[config.mk]
export PLATFORM = sky130hd
export DESIGN_NAME = apb_master_bridge
export DESIGN_NICKNAME = d
export VERILOG_FILES = /design/src/rtl/apb_master_bridge.sv
export SDC_FILE = /design/constraint.sdc
export NUM_CORES = 1
export LEC_CHECK = 0
export CAP_MARGIN = 20
export CORE_MARGIN = 5
export CORE_UTILIZATION = 44
export DETAILED_ROUTE_END_ITERATION = 10
export PLACE_DENSITY = 0.86
export SETUP_SLACK_MARGIN = 0.15
export SYNTH_ARGS = -nofsm -noshare
export SYNTH_HDL_FRONTEND = slang
export SYNTH_SLANG_ARGS = --single-unit
[constraint.sdc]
create_clock -name clk -period 4 [get_ports clk]
set_input_delay 0.4 -clock clk [delete_from_list [all_inputs] [get_ports clk]]
set_output_delay 0.4 -clock clk [all_outputs]
set_load 0.02 [all_outputs]
[src/rtl/apb_master_bridge.sv]
// APB requester: one valid/ready request at a time is run through the SETUP and ACCESS phases.
// Each result is returned on a valid/ready response port, and a wait-state timeout aborts hung transfers.
module apb_master_bridge #(
    parameter int unsigned DATAW   = 32,
    parameter int unsigned ADDRW   = 8,
    parameter int unsigned TIMEOUT = 16
) (
    input  logic             clk,
    input  logic             rst_n,
    input  logic             req_valid,
    output logic             req_ready,
    input  logic             req_write,
    input  logic [ADDRW-1:0] req_addr,
    input  logic [DATAW-1:0] req_wdata,
    output logic             rsp_valid,
    input  logic             rsp_ready,
    output logic             rsp_write,
    output logic [DATAW-1:0] rsp_rdata,
    output logic             rsp_timeout,
    output logic [ADDRW-1:0] paddr,
    output logic             psel,
    output logic             penable,
    output logic             pwrite,
    output logic [DATAW-1:0] pwdata,
    input  logic [DATAW-1:0] prdata,
    input  logic             pready
);

    typedef enum logic [1:0] {S_IDLE, S_SETUP, S_ACCESS, S_RESP} state_e;

    localparam int unsigned   CW       = (TIMEOUT > 1) ? $clog2(TIMEOUT) : 1;
    localparam logic [CW-1:0] CNT_LAST = CW'((TIMEOUT > 0) ? TIMEOUT - 1 : 0);

    state_e            state_q, state_d;
    logic [ADDRW-1:0]  paddr_q, paddr_d;
    logic              pwrite_q, pwrite_d;
    logic [DATAW-1:0]  pwdata_q, pwdata_d;
    logic              rsp_valid_q, rsp_valid_d;
    logic              rsp_write_q, rsp_write_d;
    logic [DATAW-1:0]  rsp_rdata_q, rsp_rdata_d;
    logic              rsp_timeout_q, rsp_timeout_d;
    logic [CW-1:0]     wait_cnt_q, wait_cnt_d;

    always_ff @(posedge clk or negedge rst_n) begin
        if (!rst_n) begin
            state_q       <= S_IDLE;
            paddr_q       <= '0;
            pwrite_q      <= 1'b0;
            pwdata_q      <= '0;
            rsp_valid_q   <= 1'b0;
            rsp_write_q   <= 1'b0;
            rsp_rdata_q   <= '0;
            rsp_timeout_q <= 1'b0;
            wait_cnt_q    <= '0;
        end else begin
            state_q       <= state_d;
            paddr_q       <= paddr_d;
            pwrite_q      <= pwrite_d;
            pwdata_q      <= pwdata_d;
            rsp_valid_q   <= rsp_valid_d;
            rsp_write_q   <= rsp_write_d;
            rsp_rdata_q   <= rsp_rdata_d;
            rsp_timeout_q <= rsp_timeout_d;
            wait_cnt_q    <= wait_cnt_d;
        end
    end

    always_comb begin
        state_d       = state_q;
        paddr_d       = paddr_q;
        pwrite_d      = pwrite_q;
        pwdata_d      = pwdata_q;
        rsp_valid_d   = rsp_valid_q;
        rsp_write_d   = rsp_write_q;
        rsp_rdata_d   = rsp_rdata_q;
        rsp_timeout_d = rsp_timeout_q;
        wait_cnt_d    = wait_cnt_q;
        unique case (state_q)
            S_IDLE: begin
                if (req_valid) begin
                    paddr_d    = req_addr;
                    pwrite_d   = req_write;
                    pwdata_d   = req_wdata;
                    wait_cnt_d = '0;
                    state_d    = S_SETUP;
                end
            end
            S_SETUP: state_d = S_ACCESS;
            S_ACCESS: begin
                // pready is tested first so a ready edge coinciding with the timeout edge completes normally
                if (pready) begin
                    rsp_rdata_d   = pwrite_q ? '0 : prdata;
                    rsp_write_d   = pwrite_q;
                    rsp_timeout_d = 1'b0;
                    rsp_valid_d   = 1'b1;
                    state_d       = S_RESP;
                end else begin
                    wait_cnt_d = wait_cnt_q + CW'(1);
                    if (TIMEOUT != 0 && wait_cnt_q == CNT_LAST) begin
                        rsp_rdata_d   = '0;
                        rsp_write_d   = pwrite_q;
                        rsp_timeout_d = 1'b1;
                        rsp_valid_d   = 1'b1;
                        state_d       = S_RESP;
                    end
                end
            end
            S_RESP: begin
                if (rsp_ready) begin
                    rsp_valid_d = 1'b0;
                    state_d     = S_IDLE;
                end
            end
            default: state_d = S_IDLE;
        endcase
    end

    always_comb begin
        psel      = (state_q == S_SETUP) || (state_q == S_ACCESS);
        penable   = (state_q == S_ACCESS);
        req_ready = (state_q == S_IDLE) && rst_n;
    end

    assign paddr       = paddr_q;
    assign pwrite      = pwrite_q;
    assign pwdata      = pwdata_q;
    assign rsp_valid   = rsp_valid_q;
    assign rsp_write   = rsp_write_q;
    assign rsp_rdata   = rsp_rdata_q;
    assign rsp_timeout = rsp_timeout_q;

endmodule

# After elaboration in Yosys (flattened, before gate mapping)

Index checks and enable logic that the tools add are counted.

Register bits after elaboration: 82
Input port bits: 78
Output and inout port bits: 79

Reduce and logical (&&, ||, !) cells: 11
Equality and inequality tests: 8
Mux-type cells: 18
Add/sub/neg operators: 1

Operators by type and width:

| kind                | count |
|---|---|
| $mux 32             | 3 |
| $reduce_and 3->1    | 3 |
| $mux 2              | 4 |
| $mux 4              | 2 |
| $pmux 2 s4          | 1 |
| $pmux 4 s2          | 1 |
| $mux 1              | 6 |
| $ne 2x2->1 const B  | 3 |
| $reduce_bool 2->1   | 3 |
| $add 4x1->4 const B | 1 |
| $eq 2x2->1 const B  | 2 |
| $eq 4x4->1 const B  | 1 |
| $reduce_and 2->1    | 2 |
| $ne 3x1->1 const B  | 1 |
| $eq 2x1->1 const B  | 1 |
| $logic_not 2->1     | 1 |
| $pmux 1 s2          | 1 |
| $logic_and 1x1->1   | 1 |
| $logic_or 1x1->1    | 1 |

# Depth between registers and ports, before layout

Gate-level depths: netlist of run 1.

Depth in word-level cells: 4
Depth in mapped cells: 8

# Worst setup path after synthesis of run 1

OpenSTA, ideal clock, no wires.

Path kind: register to register
Start: register state_q[0]
End: register wait_cnt_q[0]
Required time: 3872 ps
Setup time: 128 ps
Cell stages (with the launch flop): 7
Path buffers: 1
Slack: 2256 ps
Arrival: 1616 ps
Path through: dfrtp_1 inv_1 ha_1 buf_6 and2_4 nor3_2 mux2_1

Cells in the longest elaborated chain, start to end: 3

RTL lines:

| item                                                             | RTL line | RTL |
|---|---|---|
| start, declared                                                  | 34       | `state_e state_q, state_d;` |
| start signal, assigned                                           | 56       | `state_q <= state_d;` |
| $eq 2x2->1 (*)                                                   | n/a      |  |
| net penable                                                      | 22       | `output logic penable,` |
| $ne 2x2->1 (no line) / $reduce_bool 2->1 (equally long branches) | n/a      |  |
| $reduce_and 3->1 (no line)                                       | n/a      |  |
| end signal, assigned                                             | 64       | `wait_cnt_q <= wait_cnt_d;` |
| end, declared                                                    | 42       | `logic [CW-1:0] wait_cnt_q, wait_cnt_d;` |

The timed path passes the listed nets; every way through them passes the cells marked *.
A chain may end at the register's enable or synchronous reset.

# Final worst setup path of run 1

Start: register state_q[0]
End: output penable

Cells in the longest elaborated chain, start to end: 1

RTL lines:

| item          | RTL line | RTL |
|---|---|---|
| $eq 2x2->1    | 120      | `penable = (state_q == S_ACCESS);` |
| end, declared | 22       |  |

No other way between the ends.

==> qor.txt, run 1 <==
CTS max path bufs = 2
Share of layout cells above drive strength 1 = 17.94%
First-pass GRT wire length = 12.83 mm
Worst EP required = 3600 ps
CTS tree = yes
Largest cells by area after synthesis = dfrtp_1 63%, mux2_2 14%, a22o_1 8.7%
Top cell type by total area after synthesis = dfrtp_1
Slew headroom = 34.62%
Hold Slack = 494.9 ps
Initial antenna violation count = 0
HP Class = flip-flop to flip-flop
Vias per cell = 4.990
Multi-input logic area = 1081 µm²
Crit-path max cell delay = 690 ps
Die ar. = 9175 µm²
Startpoint types = flip-flop
Max-cap violations = 0
RSZ-0062 raised after global routing = no
Mapped cell area = 3238 µm²
Fin crit period = 2337 ps
Effective utilization at floorplan = 44.88%
Dpl cells = 459
R2r worst-path depth = 6
Setup TNS = 0 ps
WS Path Type = flip-flop to output pin
Number of global-route vias before repair = 2560
Total iterations of the first detailed-routing run = 4
Syn Inst Count = 214
Critical path arrival = 1940 ps
Site row count = 31
Synth cell types = 29
Placer congestion estimate = 0.7293
H-tree levels = 3
Final Non-Filler Cells = 478
Slowest CP cell = clkdlybuf4s50_1
Syn_nets = 298
CTS Buf Count = 9
Total global routing overflow = 0
Slew Limit Fails = 0
Most frequent cells in the layout = 155 x clkdlybuf4s50_1, 82 x dfrtp_1, 41 x mux2_2, 32 x a22o_1, 9 x clkbuf_8
Final Hold Viols = 0
Clock skew = 9.571 ps
I/O Buffers = 156
Worst hold path depth = 1
Core area = 7214 µm²
Ys flop type = dfrtp_1
Seq cells post-synth = 82
Worst-skew pair later-pin latency = 340 ps
Most common cell after layout, fill and taps aside = clkdlybuf4s50_1
Clock transition at path regs = 80 ps
CP max FO = 11
Root Driver = clkbuf_8
DIE HEIGHT = 95.79 µm
DRT Wirelength = 8.426 mm
Vias = 2385
I/O pin count = 157
Critical Path End Type = output pin
Die width = 95.79 µm
Ant diodes = 0
Layout Area Growth over Synthesis = 57.96%
Post-synth EDFFs = 0
Worst path cell trace = inv_1 > ha_1 > clkdlybuf4s50_1
Asr flop ratio synth = 100.0%
Final net count = 458
Area share of the largest cell type after synthesis = 63.37%
Tcrit/Tclk final = 58.42%
DRC Markers = 0
GRT Overall Usage = 18.23%
FILL cells = 530
Final setup fails = 0
Post-CTS Setup Bufs = 0
Pwr/cell area = 820.9 nW/µm²
Mean Syn Cell Area = 15.13 µm²
Starting DRC count in detailed routing = 84
P_leak = 2.200 nW
Core Util, Final = 70.90%
HPWL after detailed placement = 6.221 mm
Resized cells post-CTS = 0
Status = completed
Pin count of the biggest net entering global routing = 83
Worst-margin pin slew = 977.2 ps
Area occupied by registers = 2052 µm²
CTS sink cnt = 82
Detail Route Antenna Nets = 0
Worst VDD drop = 0.0004230 V
FMAX = 427.9 MHz
Routed length per instance = 17.63 µm
Yosys Warn Count = 0
Sequential area share after synthesis = 63.37%
## registers in the layout, indices dropped and copies added, names as in the netlist
name / cells
pwdata: 32
rsp_write: 1
state_q: 2
rsp_valid: 1
pwrite: 1
paddr: 8
wait_cnt_q: 4
rsp_rdata: 32
rsp_timeout: 1
## final timing paths
check                                end  slack (ps)       start
setup reg to reg           rsp_rdata[23]        1970  state_q[0]
hold reg to reg                rsp_write         490   rsp_write
setup / recovery                 penable        1660  state_q[0]
hold / removal                 rsp_write         490   rsp_write
max in group asynchronous  rsp_rdata[14]        2870       rst_n
min in group asynchronous   rsp_rdata[6]         550       rst_n
## routing by layer
| metal | vias to the layer above | GRT usage, % | routed length [µm] |
|---|---|---|---|
| met3 | 4 | 6.255 | 751 |
| met2 | 111 | 30.46 | 4252 |
| met1 | 1179 | 22.38 | 3392 |
| li1 | 1091 | - | - |
| met4 | 0 | 5.332 | 29 |
| met5 | - | 0 | 0 |
## worst max-delay path: cells and delay by family, from the launching register on
kind                       cells  cell delay, ps
buffers and inverters          2             830
DFF                            1             390
adders and majority gates      1             390
## cells in the mapped netlist (3+ instances only)
| library cell | number |
|---|---|
| mux2i_1 | 3 |
| mux2_2 | 41 |
| ha_1 | 6 |
| buf_6 | 5 |
| dfrtp_1 | 82 |
| nor2b_1 | 3 |
| nand2b_1 | 3 |
| buf_2 | 7 |
| inv_1 | 5 |
| a22o_1 | 32 |
| mux2_1 | 3 |
| nor2_1 | 3 |
## through the flow
| stage | worst slack [ps] | cell area (µm²) | power, W |
|---|---|---|---|
| final | 1663 | 5115 | 0.004199 |
| after global placement | 1668 | 4850 | 0.003534 |
| after floorplan | 2256 | 3238 | 0.002592 |
| after CTS | 1447 | 5050 | 0.004231 |
| after global routing | 1539 | 5115 | 0.004457 |
| after detailed placement | 1462 | 4850 | 0.003620 |
## timing repair
action                     in CTS  in global routing
hold endpoints to repair        0                  7
setup endpoints to repair       0                  0
hold buffers                    0                  1
## power breakdown
group | switching, W | internal, W | leakage [nW]
logic | 0.00101 | 0.00115 | 1.09
registers | 0.000223 | 0.00122 | 1.02
clock network | 0.000306 | 0.000294 | 0.0966
total | 0.00154 | 0.00266 | 2.20
## area by class of cell
| cell class | count | area share, % |
|---|---|---|
| inverters | 5 | 0.3669 |
| clock buffers | 9 | 2.422 |
| repair buffers | 161 | 32.04 |
| multi-input cells | 115 | 21.14 |
| well taps | 99 | 2.422 |
| flip-flops and latches | 82 | 40.12 |
| clock inverters | 7 | 1.492 |
## cell families after synthesis
| group | count (synthesis) | synth area share, % |
|---|---|---|
| AOI/OAI and AO/OA | 41 | 10.86 |
| and+or+nand+nor | 21 | 3.826 |
| muxes | 47 | 16.23 |
| buffers and inverters | 17 | 3.400 |
| DFF | 82 | 63.37 |
| adders and majority gates | 6 | 2.318 |
(Power assumes the default switching activity.)
==> run 2, diff against run 1 <==
--- a/config.mk
+++ b/config.mk
@@ -7,9 +7,9 @@
 export LEC_CHECK = 0
 export CAP_MARGIN = 20
 export CORE_MARGIN = 5
-export CORE_UTILIZATION = 44
+export CORE_UTILIZATION = 37
 export DETAILED_ROUTE_END_ITERATION = 10
-export PLACE_DENSITY = 0.86
+export PLACE_DENSITY = 0.77
 export SETUP_SLACK_MARGIN = 0.15
 export SYNTH_ARGS = -nofsm -noshare
 export SYNTH_HDL_FRONTEND = slang
==> constraint.sdc (replaced) <==
create_clock -name clk -period 2.1 [get_ports clk]
set_input_delay 0.21 -clock clk [delete_from_list [all_inputs] [get_ports clk]]
set_output_delay 0.21 -clock clk [all_outputs]
set_load 0.02 [all_outputs]
==> run 2 against run 1 <==
Compared with the run above:
- clock-buffer cell count stayed put
- die area is 17% higher
- first-iteration DRC count is 24% lower
- combinational power is 90% higher
- worst setup slack worse by 1300 ps
- cell area is 0.66% higher
- critical endpoint is now req_ready
==> qor.txt, run 2 (same netlist as run 1, synthesis figures left out) <==
Status = completed
Most common cell after layout, fill and taps aside = clkdlybuf4s50_1
DR WL met2 = 4.002 mm (-5.9%)
Area occupied by registers = 2052 µm² (unchanged)
DRT Wirelength = 8.249 mm (-2.1%)
Worst Hold Launch = prdata[15]
Cell family with most CP delay = buffers and inverters
DIE HEIGHT = 103.6 µm (+8.1%)
CP max FO = 5 (-6)
Die ar. = 10720 µm² (+17%)
Area after DPL = 4903 µm² (+1.1%)
FMAX = 560.0 MHz
Pwr/cell area = 1558 nW/µm² (+90%)
DP Worst Slack = 272.8 ps (-1189 ps)
Detail Route Antenna Nets = 0 (unchanged)
M1 WL = 3.402 mm (+0.29%)
Worst-skew pair later-pin latency = 340 ps (about the same)
Slew Limit Fails = 0 (unchanged)
DRC Markers = 0 (unchanged)
Core area = 8636 µm² (+20%)
Final Hold Viols = 0 (unchanged)
Layout Area Growth over Synthesis = 59.00%
I/O Buffers = 156 (unchanged)
CTS max path bufs = 2 (unchanged)
Routed length per instance = 16.90 µm (-4.1%)
Clock skew = 10.83 ps (+1.258 ps)
CTS sink cnt = 82 (unchanged)
First-pass GRT wire length = 13.17 mm (+2.6%)
P_leak = 2.235 nW (+1.6%)
Worst hold path depth = 2 (+1)
Worst r2r src = state_q[0]
Design area = 5149 µm² (+0.66%)
Number of global-route vias before repair = 2531 (-1.1%)
Instance count on the critical path = 4 (+1)
Crit path buf inv count = 2 (unchanged)
Slack of the critical path = 314.3 ps (-1349 ps)
CTS Buf Count = 9 (unchanged)
H-tree levels = 3 (unchanged)
Uppermost layer routed = met4
Critical path arrival = 1580 ps (-360 ps)
Met3 Wirelength = 733 µm (-2.4%)
Crit-path max cell delay = 390 ps (-300 ps)
Ant diodes = 0 (unchanged)
Tcrit/Tclk final = 85.03%
Setup TNS = 0 ps (unchanged)
Clock transition at path regs = 80 ps (about the same)
Final net count = 461 (+0.66%)
Critical Path End Type = output pin
Die width = 103.6 µm (+8.1%)
Effective utilization at floorplan = 37.50% (-7.4 points)
Most frequent cells in the layout = 152 x clkdlybuf4s50_1, 82 x dfrtp_1, 41 x mux2_2, 32 x a22o_1, 9 x clkbuf_8
Initial antenna violation count = 0 (unchanged)
Worst path cell trace = inv_1 > ha_1 > and2_1 > dlygate4sd2_1
FILL cells = 713 (+35%)
HPWL after detailed placement = 6.103 mm (-1.9%)
I/O pin count = 157 (unchanged)
GRT Overall Usage = 15.10% (-3.1 points)
Max-cap violations = 0 (unchanged)
R2r worst-path depth = 6 (unchanged)
Placer congestion estimate = 0.7300 (about the same)
RSZ-0062 raised after global routing = no
Worst-margin pin slew = 399.1 ps (-578.1 ps)
Fin crit period = 1786 ps
HP Class = input port to flip-flop
Critical path origin = state_q[0]
Total iterations of the first detailed-routing run = 4 (unchanged)
Vias per cell = 4.943 (-0.94%)
Slowest CP cell = dfrtp_1
Total global routing overflow = 0 (unchanged)
Share of layout cells above drive strength 1 = 18.42% (+0.48 points)
Vias = 2412 (+1.1%)
CTS tree = yes
Multi-input logic area = 1084 µm² (+0.23%)
Starting DRC count in detailed routing = 64 (-24%)
Slew headroom = 73.40% (+39 points)
Startpoint types = flip-flop
Worst VDD drop = 0.0007398 V (+75%)
Design Power = 0.008020 W (+91%)
Final setup fails = 0 (unchanged)
Pin count of the biggest net entering global routing = 83 (unchanged)
WS Path Type = flip-flop to output pin
Root Driver = clkbuf_8
Worst EP required = 1890 ps (-1710 ps)
Site row count = 34 (+9.7%)
==> run 2: cell types whose count changed in the layout (fill, tap and decap cells not counted), moves of 2 or more <==
cell / before / now
buf_4: 3 / 6
clkdlybuf4s50_1: 155 / 152
inv_6: 3 / 0
dlygate4sd2_1: 0 / 2
==> run 2: layer usage <==
layer  global-route usage (%)  up-vias
li1                         -     1097
met2                    24.32      104
met1                    18.05     1202
met3                    6.032        9
met4                    5.904        0
met5                        0        -
==> run 2: timing repair <==
action                                 in CTS  in global routing
setup endpoints to repair                   3                  1
resized for setup                           3                  1
hold buffers                                0                  1
buffers inserted                            0                  0
endpoints found under the hold margin       0                 29
==> run 2: where the power goes <==
group	switching (W)	leakage (nW)	internal (W)
Sequential	0.000407	1.02	0.00233
Clock	0.000543	0.101	0.000657
Combinational	0.00191	1.12	0.00217
==> run 2: layout make-up <==
class	instances	area share (%)
flip-flops and latches	82	39.85
repair buffers	164	32.13
multi-input cells	115	21.04
well taps	108	2.625
clock buffers	9	2.406
clock inverters	5	1.580
inverters	5	0.3645
==> run 2: final timing paths <==
path / slack [ps] / endpoint
max in group asynchronous: 1000 / rsp_rdata[8]
setup reg to reg: 390 / rsp_rdata[25]
hold reg to reg: 490 / rsp_write
hold / removal: 470 / rsp_rdata[15]
min in group asynchronous: 500 / wait_cnt_q[1]
setup / recovery: 310 / req_ready
==> run 2: per-stage QoR <==
| step | std cells | hold WS, ps | utilization (%) |
|---|---|---|---|
| 6_report | 488 | 468.3 | 59.62 |
| 5_1_grt | 488 | 453.6 | 59.62 |
| 4_1_cts | 486 | 190.7 | 59.16 |
| 3_5_place_dp | 472 | 484.8 | 56.78 |
| 3_3_place_gp | 472 | 481.1 | 56.78 |
| 2_1_floorplan | 214 | -85.59 | - |
==> run 3, diff against run 2 <==
--- a/config.mk
+++ b/config.mk
@@ -5,7 +5,6 @@
 export SDC_FILE = /design/constraint.sdc
 export NUM_CORES = 1
 export LEC_CHECK = 0
-export CAP_MARGIN = 20
 export CORE_MARGIN = 5
 export CORE_UTILIZATION = 37
 export DETAILED_ROUTE_END_ITERATION = 10
==> run 3 against run 2 <==
Compared with the run above:
- first-iteration DRC count grew 1.6%
- combinational power about the same
- sequential power is essentially flat
- sequential cell count did not move
- highest routed layer unchanged
- maximum frequency about the same
- clock-buffer cell count stayed put
- clock skew hardly changed
- non-clock buffer count decreased by 2
==> qor.txt, run 3 (same netlist as run 1, synthesis figures left out) <==
Worst EP required = 1890 ps (about the same)
Clock skew = 10.35 ps (-0.4813 ps)
Final net count = 459 (-0.43%)
H-tree levels = 3 (unchanged)
Final Hold Viols = 0 (unchanged)
Clock transition at path regs = 80 ps (about the same)
Effective utilization at floorplan = 37.50% (unchanged)
Starting DRC count in detailed routing = 65 (+1.6%)
I/O pin count = 157 (unchanged)
Core Util, Final = 59.19% (-0.43 points)
FMAX = 560.4 MHz (about the same)
Detail Route Antenna Nets = 0 (unchanged)
Critical path arrival = 1570 ps (about the same)
Worst r2r src = state_q[0]
CP max FO = 5 (unchanged)
Vias per cell = 4.936 (-0.13%)
Site row count = 34 (unchanged)
Final setup fails = 0 (unchanged)
Final Non-Filler Cells = 486 (-0.41%)
Most common cell after layout, fill and taps aside = clkdlybuf4s50_1
HPWL after detailed placement = 6.103 mm (unchanged)
CTS sink cnt = 82 (unchanged)
R2R Setup Slk = 390 ps (about the same)
Critical Path End Type = output pin
Status = completed
CTS max path bufs = 2 (unchanged)
Critical path origin = state_q[0]
Die ar. = 10720 µm² (unchanged)
WS Path Type = flip-flop to output pin
Worst VDD drop = 0.0007392 V (about the same)
DIE HEIGHT = 103.6 µm (unchanged)
Setup TNS = 0 ps (unchanged)
Max-cap violations = 0 (unchanged)
First-pass GRT wire length = 13.17 mm (unchanged)
Worst Setup EP = req_ready
Startpoint types = flip-flop
I/O Buffers = 156 (unchanged)
RSZ-0062 raised after global routing = no
Vias = 2399 (-0.54%)
HP Class = input port to async pin
Most frequent cells in the layout = 152 x clkdlybuf4s50_1, 82 x dfrtp_1, 41 x mux2_2, 32 x a22o_1, 9 x clkbuf_8
Total iterations of the first detailed-routing run = 4 (unchanged)
DRC Markers = 0 (unchanged)
GRT Overall Usage = 15.10% (unchanged)
Layout Area Growth over Synthesis = 57.84%
Total global routing overflow = 0 (unchanged)
R2r worst-path depth = 6 (unchanged)
Initial antenna violation count = 0 (unchanged)
Cts hold-fix bufs = 0 (unchanged)
Routed length per instance = 16.90 µm (about the same)
P_leak = 2.218 nW (-0.75%)
Dpl cells = 472 (unchanged)
Fin crit period = 1785 ps (-1.173 ps)
CTS tree = yes
Share of layout cells above drive strength 1 = 18.25% (-0.17 points)
Slack of the critical path = 315.4 ps (+1.173 ps)
Die width = 103.6 µm (unchanged)
Worst-margin pin slew = 1002 ps (+602.8 ps)
RR Endpoint = rsp_rdata[25]
Worst-skew pair later-pin latency = 340 ps (about the same)
Placer congestion estimate = 0.7300 (unchanged)
Tcrit/Tclk final = 84.98% (about the same)
Slew Limit Fails = 0 (unchanged)
Ant diodes = 0 (unchanged)
Slew headroom = 33.21% (-40 points)
Pwr/cell area = 1567 nW/µm² (+0.60%)
Pin count of the biggest net entering global routing = 83 (unchanged)
DRT Wirelength = 8.215 mm (-0.41%)
Root Driver = clkbuf_8
DP Worst Slack = 272.8 ps (unchanged)
CTS Buf Count = 9 (unchanged)
Core area = 8636 µm² (unchanged)
Number of global-route vias before repair = 2531 (unchanged)
==> run 3: cell types whose count changed in the layout (fill, tap and decap cells not counted) <==
cell	previous run	this run
dlygate4sd3_1	1	0
buf_16	1	0
==> run 3: area by class of cell <==
type / count / area (µm²)
Clock buffer: 9 / 123.9
Clock inverter: 5 / 81.33
Fill cell: 715 / 3525
Inverter: 5 / 18.77
Multi-Input combinational cell: 115 / 1084
Sequential cell: 82 / 2052
Tap cell: 108 / 135.1
Timing Repair Buffer: 162 / 1617
==> run 3: metal layers <==
metal	global-route usage, %	wire length [µm]	share of wire [%]
met2	24.32	3990	49
met5	0	0	0
met4	5.904	129	1.6
met3	6.032	732	8.9
met1	18.05	3362	41
==> run 3: power by group <==
part	total, W	leakage [nW]	switching, W	internal [W]
registers	0.00274	1.02	0.000406	0.00233
logic	0.00407	1.10	0.00190	0.00217
clock network	0.00120	0.101	0.000542	0.000657
total	0.00801	2.22	0.00285	0.00516
==> run 3: per-stage QoR <==
stage	total power, W	hold slack [ps]	area, µm²
6_report	0.008009	128.9	5111
5_1_grt	0.008462	243.6	5111
4_1_cts	0.008136	190.7	5109
3_5_place_dp	0.006912	484.8	4903
3_3_place_gp	0.006798	481.1	4903
2_1_floorplan	0.004938	-85.59	3238
==> run 3: worst max-delay path: stages, from the launching register on <==
cell and delay [ps]:
dfrtp_1 390, inv_1 140, ha_1 250, and2_1 140, dlygate4sd2_1 330
==> run 3: worst min-delay path by stage <==
stage                               end  cells after the start  slack (ps)  startpoint
after global placement        rsp_write                      1         480   rsp_write
final                     wait_cnt_q[1]                      2         130       rst_n
after global routing      wait_cnt_q[1]                      2         240       rst_n
after detailed placement      rsp_write                      1         480   rsp_write
after CTS                 wait_cnt_q[1]                      2         190       rst_n
after floorplan                paddr[0]                      0         -90       rst_n
==> run 3: timing repair <==
item	4_1_cts	5_1_grt
buffers inserted	0	0
endpoints found under the setup margin	3	1
endpoints found under the hold margin	0	0
resized for setup	3	1
cloned	0	0
